## src/rtl/rom_pwm_sequencer_if.sv

```systemverilog
// rom_pwm_sequencer_if: PWM pattern ROM port (enable/address out, three pattern words back)
interface rom_pwm_sequencer_if #(
  parameter int ADDR_W = 16,
  parameter int DATA_W = 16
);
  logic en;
  logic [ADDR_W-1:0] addr;
  logic [DATA_W-1:0] out1, out2, out3;
  modport master(output en, addr, input out1, out2, out3);
  modport slave(input en, addr, output out1, out2, out3);
endinterface

```

## src/rtl/rom_pwm_sequencer.sv

```systemverilog
// rom_pwm_sequencer: walks the PWM pattern ROM at a programmable step/rate and captures its words
module rom_pwm_sequencer #(
  parameter int ADDR_W = 16,
  parameter int DATA_W = 16,
  parameter int TABLE_LEN = 65536,
  parameter int ROM_LAT = 1
) (
  input  logic clk,
  input  logic rst_n,
  input  logic start,
  input  logic stop,
  input  logic abort,
  input  logic [ADDR_W-1:0] step,
  input  logic [15:0] tick_div,
  rom_pwm_sequencer_if.master rom,
  output logic [DATA_W-1:0] pwm1,
  output logic [DATA_W-1:0] pwm2,
  output logic [DATA_W-1:0] pwm3,
  output logic busy,
  output logic wrap_pulse
);
  typedef enum logic [1:0] {IDLE, RUN, FINISH} state_t;
  localparam int CW = $clog2(ROM_LAT) + 1;
  localparam logic [ADDR_W:0] TLEN = (ADDR_W+1)'(TABLE_LEN);
  state_t state, state_n;
  logic en, en_n, wrap_n, stop_pend, stop_pend_n;
  logic [ADDR_W-1:0] addr, addr_n, step_sh, step_sh_n;
  logic [15:0] div_cnt, div_cnt_n, div_sh, div_sh_n;
  logic [ROM_LAT-1:0] tok, tok_n;
  logic [CW-1:0] fin_cnt, fin_cnt_n;
  logic [DATA_W-1:0] p1_n, p2_n, p3_n;
  logic [ADDR_W:0] sum, diff;
  logic push, tick, wrap, cap;
  assign rom.en = en;
  assign rom.addr = addr;
  assign busy = state != IDLE;
  // A token marks each issued address; it reaches the top of the line when that address's data is valid
  always_comb begin
    sum = {1'b0, addr} + {1'b0, step_sh};
    diff = sum - TLEN;
    tick = div_cnt == div_sh;
    wrap = sum >= TLEN;
    cap = tok[ROM_LAT-1];
    state_n = state;
    en_n = en;
    addr_n = addr;
    step_sh_n = step_sh;
    div_sh_n = div_sh;
    div_cnt_n = div_cnt;
    stop_pend_n = stop_pend;
    fin_cnt_n = fin_cnt;
    wrap_n = 1'b0;
    push = 1'b0;
    p1_n = cap ? rom.out1 : pwm1;
    p2_n = cap ? rom.out2 : pwm2;
    p3_n = cap ? rom.out3 : pwm3;
    if (abort) begin
      state_n = IDLE;
      en_n = 1'b0;
      addr_n = '0;
      div_cnt_n = '0;
      stop_pend_n = 1'b0;
      p1_n = '0;
      p2_n = '0;
      p3_n = '0;
    end else begin
      unique case (state)
        IDLE: if (start) begin
          state_n = RUN;
          en_n = 1'b1;
          addr_n = '0;
          div_cnt_n = '0;
          step_sh_n = step == '0 ? ADDR_W'(1) : step;
          div_sh_n = tick_div;
          stop_pend_n = stop;
          push = 1'b1;
        end
        RUN: begin
          stop_pend_n = stop_pend | stop;
          div_cnt_n = tick ? '0 : div_cnt + 16'd1;
          if (tick && wrap) begin
            wrap_n = 1'b1;
            step_sh_n = step == '0 ? ADDR_W'(1) : step;
            div_sh_n = tick_div;
            state_n = stop_pend ? FINISH : RUN;
            fin_cnt_n = '0;
            addr_n = stop_pend ? addr : diff[ADDR_W-1:0];
            push = !stop_pend;
          end else if (tick) begin
            addr_n = sum[ADDR_W-1:0];
            push = 1'b1;
          end
        end
        FINISH: if (fin_cnt == CW'(ROM_LAT-1)) begin
          state_n = IDLE;
          en_n = 1'b0;
          addr_n = '0;
          stop_pend_n = 1'b0;
          p1_n = '0;
          p2_n = '0;
          p3_n = '0;
        end else begin
          fin_cnt_n = fin_cnt + CW'(1);
        end
        default: state_n = IDLE;
      endcase
    end
    tok_n = abort ? '0 : (tok << 1) | ROM_LAT'(push);
  end
  always_ff @(posedge clk or negedge rst_n)
    if (!rst_n) begin
      state <= IDLE;
      en <= 1'b0;
      addr <= '0;
      step_sh <= '0;
      div_sh <= '0;
      div_cnt <= '0;
      stop_pend <= 1'b0;
      fin_cnt <= '0;
      tok <= '0;
      wrap_pulse <= 1'b0;
      pwm1 <= '0;
      pwm2 <= '0;
      pwm3 <= '0;
    end else begin
      state <= state_n;
      en <= en_n;
      addr <= addr_n;
      step_sh <= step_sh_n;
      div_sh <= div_sh_n;
      div_cnt <= div_cnt_n;
      stop_pend <= stop_pend_n;
      fin_cnt <= fin_cnt_n;
      tok <= tok_n;
      wrap_pulse <= wrap_n;
      pwm1 <= p1_n;
      pwm2 <= p2_n;
      pwm3 <= p3_n;
    end
endmodule

```

## src/flat_wrapper.sv

```systemverilog
// flat-port wrapper written by rule: the top's interface ports become plain ports
module rom_pwm_sequencer_flat 
#(
  parameter int ADDR_W = 16,
  parameter int DATA_W = 16,
  parameter int TABLE_LEN = 65536,
  parameter int ROM_LAT = 1
)
  (clk, rst_n, start, stop, abort, step, tick_div, pwm1, pwm2, pwm3, busy, wrap_pulse, rom_en, rom_addr, rom_out1, rom_out2, rom_out3);
  rom_pwm_sequencer_if #(.ADDR_W(ADDR_W), .DATA_W(DATA_W)) rom_i ();
  input  logic clk;
  input  logic rst_n;
  input  logic start;
  input  logic stop;
  input  logic abort;
  input  logic [ADDR_W-1:0] step;
  input  logic [15:0] tick_div;
  output logic [DATA_W-1:0] pwm1;
  output logic [DATA_W-1:0] pwm2;
  output logic [DATA_W-1:0] pwm3;
  output logic busy;
  output logic wrap_pulse;
  output wire logic [$bits(rom_i.en)-1:0] rom_en;
  output wire logic [$bits(rom_i.addr)-1:0] rom_addr;
  input wire logic [$bits(rom_i.out1)-1:0] rom_out1;
  input wire logic [$bits(rom_i.out2)-1:0] rom_out2;
  input wire logic [$bits(rom_i.out3)-1:0] rom_out3;
  assign rom_en = rom_i.en;
  assign rom_addr = rom_i.addr;
  assign rom_i.out1 = rom_out1;
  assign rom_i.out2 = rom_out2;
  assign rom_i.out3 = rom_out3;
  rom_pwm_sequencer #(.ADDR_W(ADDR_W), .DATA_W(DATA_W), .TABLE_LEN(TABLE_LEN), .ROM_LAT(ROM_LAT)) u_core (.clk(clk), .rst_n(rst_n), .start(start), .stop(stop), .abort(abort), .step(step), .tick_div(tick_div), .rom(rom_i), .pwm1(pwm1), .pwm2(pwm2), .pwm3(pwm3), .busy(busy), .wrap_pulse(wrap_pulse));
endmodule
```

## config.mk

```make
export PLATFORM = sky130hd
export DESIGN_NAME = rom_pwm_sequencer_flat
export DESIGN_NICKNAME = d
export VERILOG_FILES = /design/src/rtl/rom_pwm_sequencer_if.sv /design/src/rtl/rom_pwm_sequencer.sv /design/src/flat_wrapper.sv
export SDC_FILE = /design/constraint.sdc
export NUM_CORES = 1
export LEC_CHECK = 0
export ABC_AREA = 1
export CAP_MARGIN = 20
export CORE_MARGIN = 2
export CORE_UTILIZATION = 60
export DETAILED_ROUTE_END_ITERATION = 12
export DONT_BUFFER_PORTS = 1
export HOLD_SLACK_MARGIN = 0.1
export PLACE_DENSITY = 0.76
export SLEW_MARGIN = 20
export SYNTH_ARGS = -nofsm -noshare
export SYNTH_HDL_FRONTEND = slang
export SYNTH_SLANG_ARGS = --single-unit
```

## constraint.sdc

```tcl
create_clock -name clk -period 4.7 [get_ports clk]
set_clock_uncertainty 0.2 [all_clocks]
set_input_delay 1.41 -clock clk [delete_from_list [all_inputs] [get_ports clk]]
set_output_delay 1.41 -clock clk [all_outputs]
set_load 0.01 [all_outputs]
```

======== After elaboration in Yosys (flattened, before gate mapping) ========
Cells that the tools add are included.
operators by class
  add/subtract/negate cells ............... 4
  order comparisons ....................... 1
  equality and inequality tests ........... 10
  multiplexer cells ....................... 53
  bitwise operators ....................... 2
  reduce and logical (&&, ||, !) cells .... 17
operator list
  kind                                                       number
  two-way mux 16 bit                                         25
  one-hot mux 16 bit (2 select lines)                        3
  one-hot mux 16 bit (3 select lines)                        1
  adder 16 x 16 -> 17 bit                                    1
  greater-or-equal comparator 17 bit, second input constant  1
  adder 16 x 1 -> 16 bit, second input constant              1
  equality test 16 bit                                       1
  logical NOT 16 bit                                         1
  subtractor 16 x 1 -> 16 bit, second input constant         1
  two-way mux 1 bit                                          14
  AND reduction 3 bit                                        4
  two-way mux 2 bit                                          5
  inequality test 3 bit, second input constant               2
  one-hot mux 1 bit (2 select lines)                         3
  one-hot mux 2 bit (3 select lines)                         1
  nonzero test 2 bit                                         3
  nonzero test 3 bit                                         2
  AND reduction 5 bit                                        1
  inequality test 4 x 2 -> 1 bit, second input constant      1
  inequality test 4 bit, second input constant               1
  AND reduction 4 bit                                        1
  nonzero test 4 bit                                         1
  inequality test 3 x 2 -> 1 bit, second input constant      1
  one-hot mux 1 bit (3 select lines)                         1
  other kinds (11)                                           11
word-level totals
  bits in registers ....................... 119
  output and inout port bits .............. 67
  word-level logic and storage cells ...... 100

======== Longest topological paths before layout ========
Gate-level depths: netlist (run 1).
  word-level depth ........................ 6
  depth in mapped cells ................... 17

======== Least setup slack after synthesis (run 1) ========
No wires, ideal clock.
  path type ............................... input to register
  from .................................... input abort
  to ...................................... register u_core.addr[12], in the netlist u_core.rom.addr[12]
  library setup time ...................... 117 ps
  arrival time ............................ 2399 ps
  data required time ...................... 4383 ps
  path slack .............................. 1985 ps
  cell stages on the path ................. 8
  path buffers ............................ 2
  path through ............................ buf_2 -> nor3_1 -> inv_1 -> nand2_1 -> inv_1 -> buf_2 -> nand3_1 -> nand2_1
between the ends
  longest elaborated chain between the ends .. 2
ends and longest elaborated chain
  item                                                                  line                      RTL
  start, declared                                                       flat_wrapper.sv:15        input logic abort;
  inequality test 4 bit (no source line), or another cell as far along  n/a
  AND reduction 5 bit (no source line)                                  n/a
  end signal, assigned                                                  rom_pwm_sequencer.sv:128  addr <= addr_n;
  end, declared                                                         rom_pwm_sequencer.sv:27   logic [ADDR_W-1:0] addr, addr_n, step_sh, step_sh_n;
Several ways; a longest one is shown, not always the timed one.
A chain may end at the register's enable or synchronous reset.

======== Final worst setup path (run 1) ========
  from .................................... register u_core.addr[0], in the netlist u_core.rom.addr[0]
  to ...................................... register u_core.div_sh[9]
between the ends
  longest elaborated chain between the ends .. 5
ends and longest elaborated chain
  item                                             line                      RTL
  adder 16 x 16 -> 17 bit                          rom_pwm_sequencer.sv:39   sum = {1'b0, addr} + {1'b0, step_sh};
  greater-or-equal comparator 17 bit               rom_pwm_sequencer.sv:42   wrap = sum >= TLEN;
  logical AND 1 bit                                rom_pwm_sequencer.sv:81   if (tick && wrap) begin
  inequality test 2 x 1 -> 1 bit (no source line)  n/a
  AND reduction 4 bit (no source line)             n/a
  end signal, assigned                             rom_pwm_sequencer.sv:130  div_sh <= div_sh_n;
  end, declared                                    rom_pwm_sequencer.sv:28   logic [15:0] div_cnt, div_cnt_n, div_sh, div_sh_n;
No other way between the ends.

==> run_results.csv, run 1 <==
group,metric,value,unit
logic_synthesis,yosys.cell_count.top_type,"nand2_1",
final_layout,final_net_count,927,
power_and_ir_drop,p_total,3.86,mW
routing,ant_nets,0,
timing,fin_crit_sh,66.4,%
clocking,cts.path.max_buffers,2,
logic_synthesis,ys.flop_type,"dfrtp_1",
critical_path,crit_path_start_kind,"register",
timing,worst_slew_pin_slew,878,ps
final_layout,final_cells,966,
final_layout,syn_to_final_growth,8.40,%
critical_path,endpoint_kind,"register",
logic_synthesis,yosysUniqueCellTypes,35,
final_layout,final_area,0.00696,mm²
clocking,post_cts_buffers,0,
power_and_ir_drop,p_clk_share,31.1,%
final_layout,nFillCells,880,
power_and_ir_drop,powerDensity,554,mW/mm²
floorplan,core_area,0.0104,mm²
place,placed_cell_area,0.00641,mm²
routing,drc,0,
final_layout,layout-drive-gt1-share,7.11,%
timing,setup_ws,1580,ps
logic_synthesis,synthesis.nets,937,
floorplan,initial_core_util,61.9,%
floorplan,ios,152,
timing,whs,289,ps
routing,routedWlPerCell,15.8,µm
critical_path,critPathKind,"register to register",
clocking,cts_tree,"yes",
critical_path,path_cells,"ha_1 -> inv_1 -> fa_1 -> inv_1 -> nand2_1 -> nand2_1 -> nand3_1 -> nand2_1 -> nand2_1 -> nand2_2 -> nand2_2 -> nand2_4 -> nand2_4 -> nand2_1 -> nand2_1",
logic_synthesis,synth_area_leaders,"dfrtp_1, nand2_1, inv_1, a21oi_1, nand3_1",
timing,tns,0,ps
grt,first_global_vias,5167,
critical_path,slowest_stage,"dfrtp_1",
power_and_ir_drop,swShare,37.3,%
grt,overflow,0,
power_and_ir_drop,combPwrFrac,29.3,%
critical_path,cpMostUsedCell,"nand2_1",
clocking,clkSlewWorstSetupHoldPaths,50,ps
place,place_inst,938,
timing,grt_setup_unrepaired,"no",
timing,timing.slew.headroom,41.0,%
floorplan,die_w,107,µm
logic_synthesis,synth_area,0.00642,mm²
logic_synthesis,synth_common_cells,"nand2_1, dfrtp_1, inv_1",
outcome,outcome,"complete, no violations",
clocking,cts_resized,0,
place,preCtsSetupSlack,1640,ps
routing,drt-total-wl,15300,µm
logic_synthesis,yosysTopAreaCellShare,46.0,%
power_and_ir_drop,ir_drop,0.000351,V
final_layout,final_core_util,67.1,%
floorplan,std_cell_rows,37,
logic_synthesis,yosys_warnings,0,
critical_path,worst_ep_required_time,4910,ps
grt,antenna_found_initial,0,
critical_path,worst_path_largest_cell_delay,450,ps
logic_synthesis,postSynth.asyncResetShare,100,%
power_and_ir_drop,p_leak,3.72,nW
clocking,cts_buffers,17,
logic_synthesis,synth_edf_count,0,
power_and_ir_drop,switching_power,1.44,mW
logic_synthesis,ys_seq_area_share,46.0,%
logic_synthesis,netlist_instances,831,
clocking,ctsHoldBuffers,0,
timing,drv_slew,0,
power_and_ir_drop,seqPwrFrac,39.6,%
floorplan,die_area,0.0115,mm²
grt,grt_util_all_layers,27.4,%
floorplan,dieHeight,107,µm
critical_path,critPathArrivalTime,3330,ps
logic_synthesis,synth_top_cell_by_area,"dfrtp_1",
grt,grt_first_pass_wirelength,24400,µm
critical_path,cp_max_fo,33,
place,dp_hpwl,10900,µm
final_layout,num_antenna_cells,0,
timing,finalHoldViolations,0,
routing,via_per_inst,5.53,
critical_path,rr_worst_depth,15,
job,cap_viol_max_count,0,
logic_synthesis,synth-seq-cells,118,
clocking,h-tree-depth,4,
grt,grt_max_degree,119,
routing,vias,5344,
timing,setup_viol,0,
hold_path,hold_depth,2,
timing,period_needed,3120,ps
clocking,cts.sinks,118,
hold_path,worstHoldPathType,"register to register",
routing,drt_iter0_drc,381,
clocking,root_buffer,"clkbuf_8",
routing,firstDrtPassIters,5,
logic_synthesis,synth.avg_cell_area,7.72,µm²
place,io_buffers,0,
place,place_congestion,0.976,
power_and_ir_drop,power.internal,2.42,mW
timing,max_freq,320,MHz
clocking,clock_latency,530,ps
-- registers in the layout (all words and copies together), names as in the netlist --
register / flops
u_core.rom.en: 1
u_core.rom.addr: 16
u_core.stop_pend: 1
u_core.pwm1: 16
u_core.div_sh: 16
u_core.pwm3: 16
u_core.pwm2: 16
u_core.cap: 1
u_core.div_cnt: 16
u_core.step_sh: 16
u_core.state: 2
u_core.wrap_pulse: 1
-- power groups by stage --
| stage | sequential, mW | combinational [mW] | clock [mW] |
|---|---|---|---|
| 2_1_floorplan | 1.44 | 0.978 | 0 |
| 3_3_place_gp | 1.52 | 1.06 | 0 |
| 3_5_place_dp | 1.53 | 1.12 | 0 |
| 4_1_cts | 1.52 | 1.13 | 1.22 |
| 5_1_grt | 1.55 | 1.29 | 1.26 |
| 6_report | 1.53 | 1.13 | 1.20 |
-- worst max-delay path: cells and delay by family, from the launching register on --
kind                       cells  cell delay (ps)
and+or+nand+nor               11             1580
adders and majority gates      2              590
DFF                            1              450
buffers and inverters          2              190
-- routing by layer --
| metal | part of all wire [%] | wire, µm | up-vias | track usage, % |
|---|---|---|---|---|
| li1 | - | - | 2624 | - |
| met1 | 41 | 6320 | 2507 | 33.4 |
| met2 | 49 | 7520 | 167 | 44.3 |
| met3 | 6.0 | 918 | 46 | 7.75 |
| met4 | 3.5 | 529 | 0 | 14.2 |
| met5 | 0 | 0 | - | 0 |
-- cell families (layout without fill, tap and decap cells) --
kind of cell	count (synthesis)	after routing	share of synthesized area, %
DFF	118	118	46.0
AOI/OAI and AO/OA	138	138	11.1
buffers and inverters	145	144	9.65
xor gates and xnor gates	14	14	1.91
adders and majority gates	21	21	4.21
and+or+nand+nor	395	395	27.2
-- cell type report --
| type | count | area, µm² | area share, % |
|---|---|---|---|
| clock buffers | 24 | 470 | 6.76 |
| flip-flops and latches | 118 | 2960 | 42.5 |
| clock inverters | 4 | 72.6 | 1.04 |
| well taps | 136 | 170 | 2.45 |
| inverters | 115 | 432 | 6.20 |
| multi-input cells | 568 | 2850 | 40.9 |
| repair buffers | 1 | 7.51 | 0.108 |
-- path summary, 6_finish.rpt --
check / startpoint / endpoint / slack, ps
max: u_core.rom.addr[0] / u_core.div_sh[9] / 1580
min: u_core.div_sh[2] / u_core.div_sh[2] / 290
max reg2reg: u_core.rom.addr[0] / u_core.div_sh[9] / 1580
min reg2reg: u_core.div_sh[2] / u_core.div_sh[2] / 290
max in group asynchronous: rst_n / u_core.cap / 3650
min in group asynchronous: rst_n / u_core.step_sh[13] / 390
-- placed cells by master, fill, tap and decap left out --
cell | netlist | routed
a21oi_1 | 67 | 67
buf_4 | 2 | 1
fa_1 | 1 | 1
dfrtp_4 | 0 | 1
nor2_2 | 3 | 4
nand2_1 | 224 | 224
nand3_1 | 63 | 63
clkinvlp_4 | 0 | 1
nor4_1 | 4 | 4
nor3_1 | 9 | 9
o21ai_0 | 60 | 60
o21ai_1 | 1 | 1
nand2_2 | 18 | 18
clkinv_2 | 0 | 1
nand4_1 | 4 | 4
and2_1 | 2 | 2
ha_1 | 20 | 20
xnor2_1 | 13 | 13
nor2_8 | 1 | 1
dfrtp_1 | 118 | 117
nand3b_1 | 4 | 4
nand2_4 | 5 | 5
o21ai_2 | 1 | 1
o21bai_1 | 2 | 2
bufinv_16 | 0 | 2
xor2_1 | 1 | 1
inv_1 | 114 | 114
o22ai_1 | 3 | 3
clkbuf_8 | 0 | 4
nor2_4 | 3 | 3
inv_2 | 1 | 1
clkbuf_16 | 0 | 16
a211oi_1 | 1 | 1
nor2_1 | 54 | 53
clkbuf_1 | 16 | 4
and3_1 | 1 | 1
a31oi_1 | 3 | 3
Note: power is estimated with default switching activity, not from simulation.
==> run 2: changes to the inputs <==
CORE_UTILIZATION = 58   (was 60)
clock period = 2.77 ns   (was 4.7 ns; I/O delays follow)
==> run 2 against run 1 <==
Net effect:
- the run now ends with hold timing left
- first-iteration DRC count fell by 11%
- wire length fell by 1.4%
- total power rose by 76%
- worst setup slack got worse by 1400 ps
- hold slack got worse by 490 ps
- fmax rose by 22%
- critical path depth did not move
- final cell count rose by 1.6%
- critical endpoint is now u_core.step_sh[7]
==> run_results.csv, run 2 (same netlist as run 1, synthesis figures left out) <==
group,metric,value,unit
critical_path,slowest_stage,"dfrtp_1",
power_and_ir_drop,ir_drop,0.000577,V
timing,whs,-199,ps
final_layout,final-seq-area,0.00295,mm²
clocking,h-tree-depth,4,
power_and_ir_drop,powerDensity,952,mW/mm²
routing,drc,0,
place,place_congestion,0.952,
critical_path,worst_ep_required_time,3030,ps
place,place_inst,947,
critical_path,endpoint_kind,"register",
final_layout,nFillCells,903,
timing,drv_slew,0,
job,cap_viol_max_count,0,
floorplan,initial_core_util,59.2,%
critical_path,critPathArrivalTime,2820,ps
routing,routedWlPerCell,15.4,µm
timing,max_freq,391,MHz
place,placed_cell_area,0.00645,mm²
routing,vias,5387,
floorplan,ios,152,
power_and_ir_drop,combPwrFrac,30.1,%
critical_path,crit_path_start_kind,"register",
power_and_ir_drop,swShare,38.2,%
place,preCtsSetupSlack,133,ps
final_layout,final_cell_mix,"nand2_1, dfrtp_1, inv_1",
power_and_ir_drop,switching_power,2.59,mW
power_and_ir_drop,power.internal,4.20,mW
critical_path,path_delay_family,"simple AND/OR/NAND/NOR gates",
floorplan,core_area,0.0108,mm²
final_layout,syn_to_final_growth,11.1,%
outcome,outcome,"finished, violations left",
timing,timing.slew.headroom,61.3,%
grt,grt_max_degree,119,
critical_path,cp_max_fo,24,
grt,grt_first_pass_wirelength,23900,µm
power_and_ir_drop,p_leak,3.78,nW
power_and_ir_drop,p_clk_share,32.4,%
final_layout,layout-drive-gt1-share,8.92,%
timing,fin_crit_sh,92.3,%
clocking,post_cts_buffers,0,
grt,overflow,0,
clocking,cts.sinks,118,
clocking,cts_tree,"yes",
clocking,cts_buffers,17,
critical_path,worst_path_largest_cell_delay,430,ps
final_layout,multi_input_area,0.00291,mm²
routing,via_per_inst,5.49,
clocking,clkSlewWorstSetupHoldPaths,60,ps
routing,firstDrtPassIters,5,
timing,finalHoldViolations,118,
critical_path,critPathBufInv,3,
floorplan,std_cell_rows,38,
routing,drt-total-wl,15100,µm
clocking,cts.path.max_buffers,2,
timing,grt_setup_unrepaired,"yes",
floorplan,die_w,109,µm
outcome,violations,"hold timing",
floorplan,die_area,0.0119,mm²
timing,worst_slew_pin_slew,575,ps
clocking,root_buffer,"clkbuf_8",
final_layout,final_cells,981,
place,dp_hpwl,10900,µm
final_layout,final_common_cell,"nand2_1",
critical_path,cpMostUsedCell,"nand2_1",
timing,tns,0,ps
routing,ant_nets,0,
timing,period_needed,2560,ps
floorplan,dieHeight,109,µm
power_and_ir_drop,seqPwrFrac,37.5,%
routing,drt_iter0_drc,340,
critical_path,critPathKind,"register to register",
grt,grt_util_all_layers,26.0,%
final_layout,final_area,0.00713,mm²
place,io_buffers,0,
hold_path,worstHoldPathType,"input port to async pin",
grt,first_global_vias,5121,
critical_path,path_cells,"ha_2 -> inv_1 -> fa_1 -> inv_1 -> nand2_1 -> nand2_1 -> nand3_1 -> nand2_1 -> nand2_1 -> nand2_2 -> nand2_2 -> nand2_8 -> buf_12 -> nand3_1 -> nand2_1",
timing,setup_viol,0,
final_layout,num_antenna_cells,0,
final_layout,final_core_util,65.8,%
final_layout,final_net_count,934,
grt,antenna_found_initial,0,
timing,setup_ws,213,ps
clocking,clock_latency,530,ps
run 2: cell types whose count changed in the layout (fill, tap and decap cells not counted), moves of 3 or more:
cell	delta
nand2_8	+4
clkinv_4	+3
clkinvlp_4	+3
buf_4	+4
clkbuf_1	-4
inv_6	+3
run 2: worst paths after layout:
path	startpoint	end	slack, ps	cells past startpoint
max	u_core.rom.addr[0]	u_core.step_sh[7]	210	15
min	rst_n	u_core.div_sh[10]	-200	0
max reg2reg	u_core.rom.addr[0]	u_core.step_sh[7]	210	15
min reg2reg	u_core.step_sh[5]	u_core.step_sh[5]	280	2
max in group asynchronous	rst_n	u_core.step_sh[14]	2390	0
min in group clk	rom_out1[12]	u_core.pwm1[12]	220	2
run 2: power groups by stage:
| stage | Combinational, mW | Clock (mW) | Sequential (mW) |
|---|---|---|---|
| CTS | 1.93 | 2.20 | 2.55 |
| floorplan | 1.66 | 0 | 2.44 |
| detailed placement | 1.91 | 0 | 2.57 |
| finish | 2.04 | 2.20 | 2.55 |
| global route | 2.33 | 2.30 | 2.60 |
| global placement | 1.84 | 0 | 2.56 |
run 2: cell type report:
| cell class | count | share of cell area, % |
|---|---|---|
| sequential | 118 | 41.4 |
| multi-input combinational | 570 | 40.9 |
| clock buffer | 20 | 6.39 |
| inverter | 115 | 6.05 |
| tap | 140 | 2.46 |
| clock inverter | 12 | 2.00 |
| timing repair buffer | 6 | 0.807 |
run 2: what timing repair did:
action                     CTS  global route
resized for setup            0             9
hold endpoints to repair   118           118
setup endpoints to repair    0            48
run 2: routing by layer:
layer  wire, µm  global-route usage, %  up-vias  share of wire [%]
met1       6220                   31.6     2535                 41
met3        850                   7.23       30                5.6
met4        349                   12.2        0                2.3
met2       7650                   42.9      175                 51
li1           -                      -     2647                  -
met5          0                      0        -                  0
run 2: stage by stage:
| step | power (mW) | hold slack, ps |
|---|---|---|
| finish | 6.79 | -199 |
| global route | 7.23 | -224 |
| CTS | 6.68 | -216 |
| detailed placement | 4.48 | 271 |
| global placement | 4.39 | 266 |
| floorplan | 4.10 | 246 |
run 2: worst register-to-register path, cell delays in order (launching register included):
cell and delay [ps]:
dfrtp_1 430, ha_2 230, inv_1 50, fa_1 350
inv_1 100, nand2_1 70, nand2_1 100, nand3_1 70
nand2_1 110, nand2_1 80, nand2_2 90, nand2_2 110
nand2_8 160, buf_12 180, nand3_1 90, nand2_1 80
==> run 3: changes to the inputs <==
CORE_MARGIN = not set   (was 2)
==> run 3 against run 2 <==
Net effect:
- the flow still finishes with violations (hold timing)
- sequential cell count is the same
- wire length shrank 2.5%
- global-route usage grew 0.66 points
- hold slack gained 14 ps
- combinational power is essentially flat
- cell area shrank 0.44%
- first-iteration DRC count shrank 7.1%
- critical endpoint is now u_core.step_sh[9]
- largest cell class unchanged
==> run_results.csv, run 3 (same netlist as run 1, synthesis figures left out) <==
group,metric,value,unit
clocking,h-tree-depth,4,
timing,drv_slew,0,
final_layout,syn_to_final_growth,10.6,%
timing,period_needed,2590,ps
power_and_ir_drop,powerDensity,936,mW/mm²
clocking,root_buffer,"clkbuf_8",
floorplan,die_area,0.0115,mm²
timing,finalHoldViolations,118,
power_and_ir_drop,ir_drop,0.000523,V
final_layout,final_net_count,935,
grt,grt_max_degree,119,
critical_path,critPathLaunch,"u_core.rom.addr[0]",
timing,whs,-184,ps
routing,drt-total-wl,14700,µm
floorplan,initial_core_util,59.5,%
power_and_ir_drop,power.internal,4.05,mW
grt,first_global_vias,5332,
final_layout,nFillCells,902,
power_and_ir_drop,p_clk_share,31.0,%
final_layout,final_area,0.00710,mm²
final_layout,final_cell_mix,"nand2_1, dfrtp_1, inv_1",
place,dp_hpwl,10600,µm
grt,antenna_found_initial,0,
clocking,cts.sinks,118,
routing,vias,5370,
outcome,violations,"hold timing",
floorplan,dieHeight,107,µm
routing,via_per_inst,5.47,
final_layout,layout-drive-gt1-share,9.14,%
grt,grt_util_all_layers,26.7,%
place,preCtsSetupSlack,72.6,ps
clocking,clkSlewWorstSetupHoldPaths,60,ps
critical_path,worst_ep_required_time,2960,ps
power_and_ir_drop,combPwrFrac,30.8,%
timing,grt_setup_unrepaired,"no",
critical_path,endpoint_kind,"register",
routing,routedWlPerCell,15.0,µm
hold_path,worstHoldPathType,"input port to async pin",
timing,max_freq,386,MHz
grt,overflow,0,
clocking,cts_tree,"yes",
job,cap_viol_max_count,0,
routing,drt_iter0_drc,316,
place,placed_cell_area,0.00645,mm²
final_layout,final_common_cell,"nand2_1",
routing,firstDrtPassIters,5,
power_and_ir_drop,swShare,39.1,%
critical_path,rr_startpoint,"u_core.rom.addr[0]",
clocking,cts_buffers,17,
critical_path,crit_path_start_kind,"register",
grt,grt_first_pass_wirelength,23900,µm
outcome,outcome,"finished, violations left",
power_and_ir_drop,p_total,6.65,mW
critical_path,critPathKind,"register to register",
critical_path,cp_max_fo,16,
power_and_ir_drop,seqPwrFrac,38.2,%
clocking,cts.path.max_buffers,2,
final_layout,num_antenna_cells,0,
floorplan,std_cell_rows,38,
place,io_buffers,0,
timing,tns,0,ps
timing,timing.slew.headroom,61.9,%
power_and_ir_drop,p_leak,3.75,nW
timing,setup_ws,179,ps
timing,setup_viol,0,
power_and_ir_drop,switching_power,2.60,mW
routing,ant_nets,0,
timing,fin_crit_sh,93.5,%
critical_path,r2r_slack,180,ps
routing,drc,0,
floorplan,die_w,107,µm
place,place_congestion,0.936,
floorplan,ios,152,
critical_path,critPathArrivalTime,2780,ps
timing,worst_slew_pin_slew,571,ps
clocking,clock_latency,510,ps
floorplan,core_area,0.0108,mm²
run 3: changes by cell type in the layout (fill, tap and decap cells not counted), sizes merged:
cell,change
buf,+1
clkinvlp,+2
clkinv,-1
bufinv,-1
clkbuf,-3
inv,+3
run 3: power by group through the flow:
| stage | clock [mW] | sequential [mW] | combinational, mW |
|---|---|---|---|
| floorplan | 0 | 2.44 | 1.66 |
| global placement | 0 | 2.55 | 1.83 |
| detailed placement | 0 | 2.56 | 1.91 |
| CTS | 2.08 | 2.54 | 1.93 |
| global route | 2.17 | 2.59 | 2.32 |
| finish | 2.06 | 2.54 | 2.05 |
run 3: path summary, 6_finish.rpt:
path | to | depth (start not counted)
max | u_core.step_sh[9] | 15
min | u_core.pwm2[1] | 0
max reg2reg | u_core.step_sh[9] | 15
min reg2reg | u_core.step_sh[3] | 2
max in group asynchronous | u_core.div_cnt[6] | 0
min in group clk | u_core.pwm1[9] | 2
run 3: what timing repair did:
action                                  in CTS  in global routing
endpoints found under the setup margin       0                 48
resized for setup                            0                 10
setup buffers                                0                  1
endpoints found under the hold margin      118                118
run 3: per-stage QoR:
step           std cells  utilization [%]
2_1_floorplan        831                -
5_1_grt              982             65.8
6_report             982             65.8
3_3_place_gp         947             59.8
4_1_cts              979             65.0
3_5_place_dp         947             59.8
run 3: final cells by class:
class | instances | area, µm² | share of cell area, %
clock buffers | 17 | 414 | 5.83
clock inverters | 15 | 145 | 2.04
inverters | 115 | 432 | 6.08
multi-input cells | 570 | 2910 | 41.0
flip-flops and latches | 118 | 2950 | 41.6
well taps | 140 | 175 | 2.47
repair buffers | 7 | 65.1 | 0.916
run 3: critical path: stages (launching register included):
cell and delay (ps):
dfrtp_1 420, ha_2 220, inv_1 50, fa_1 390
inv_2 90, nand2_1 90, nand2_1 110, nand3_1 80
nand2_1 120, nand2_1 70, nand2_2 80, nand2_2 110
nand2_8 140, nand2_8 120, nand2_1 120, nand2_1 60
run 3: routing by layer:
metal / part of all wire [%] / vias up / global-route usage [%]
li1: - / 2651 / -
met1: 41 / 2539 / 31.4
met2: 51 / 146 / 45.6
met3: 4.4 / 34 / 6.26
met4: 2.8 / 0 / 13.2
met5: 0 / - / 0
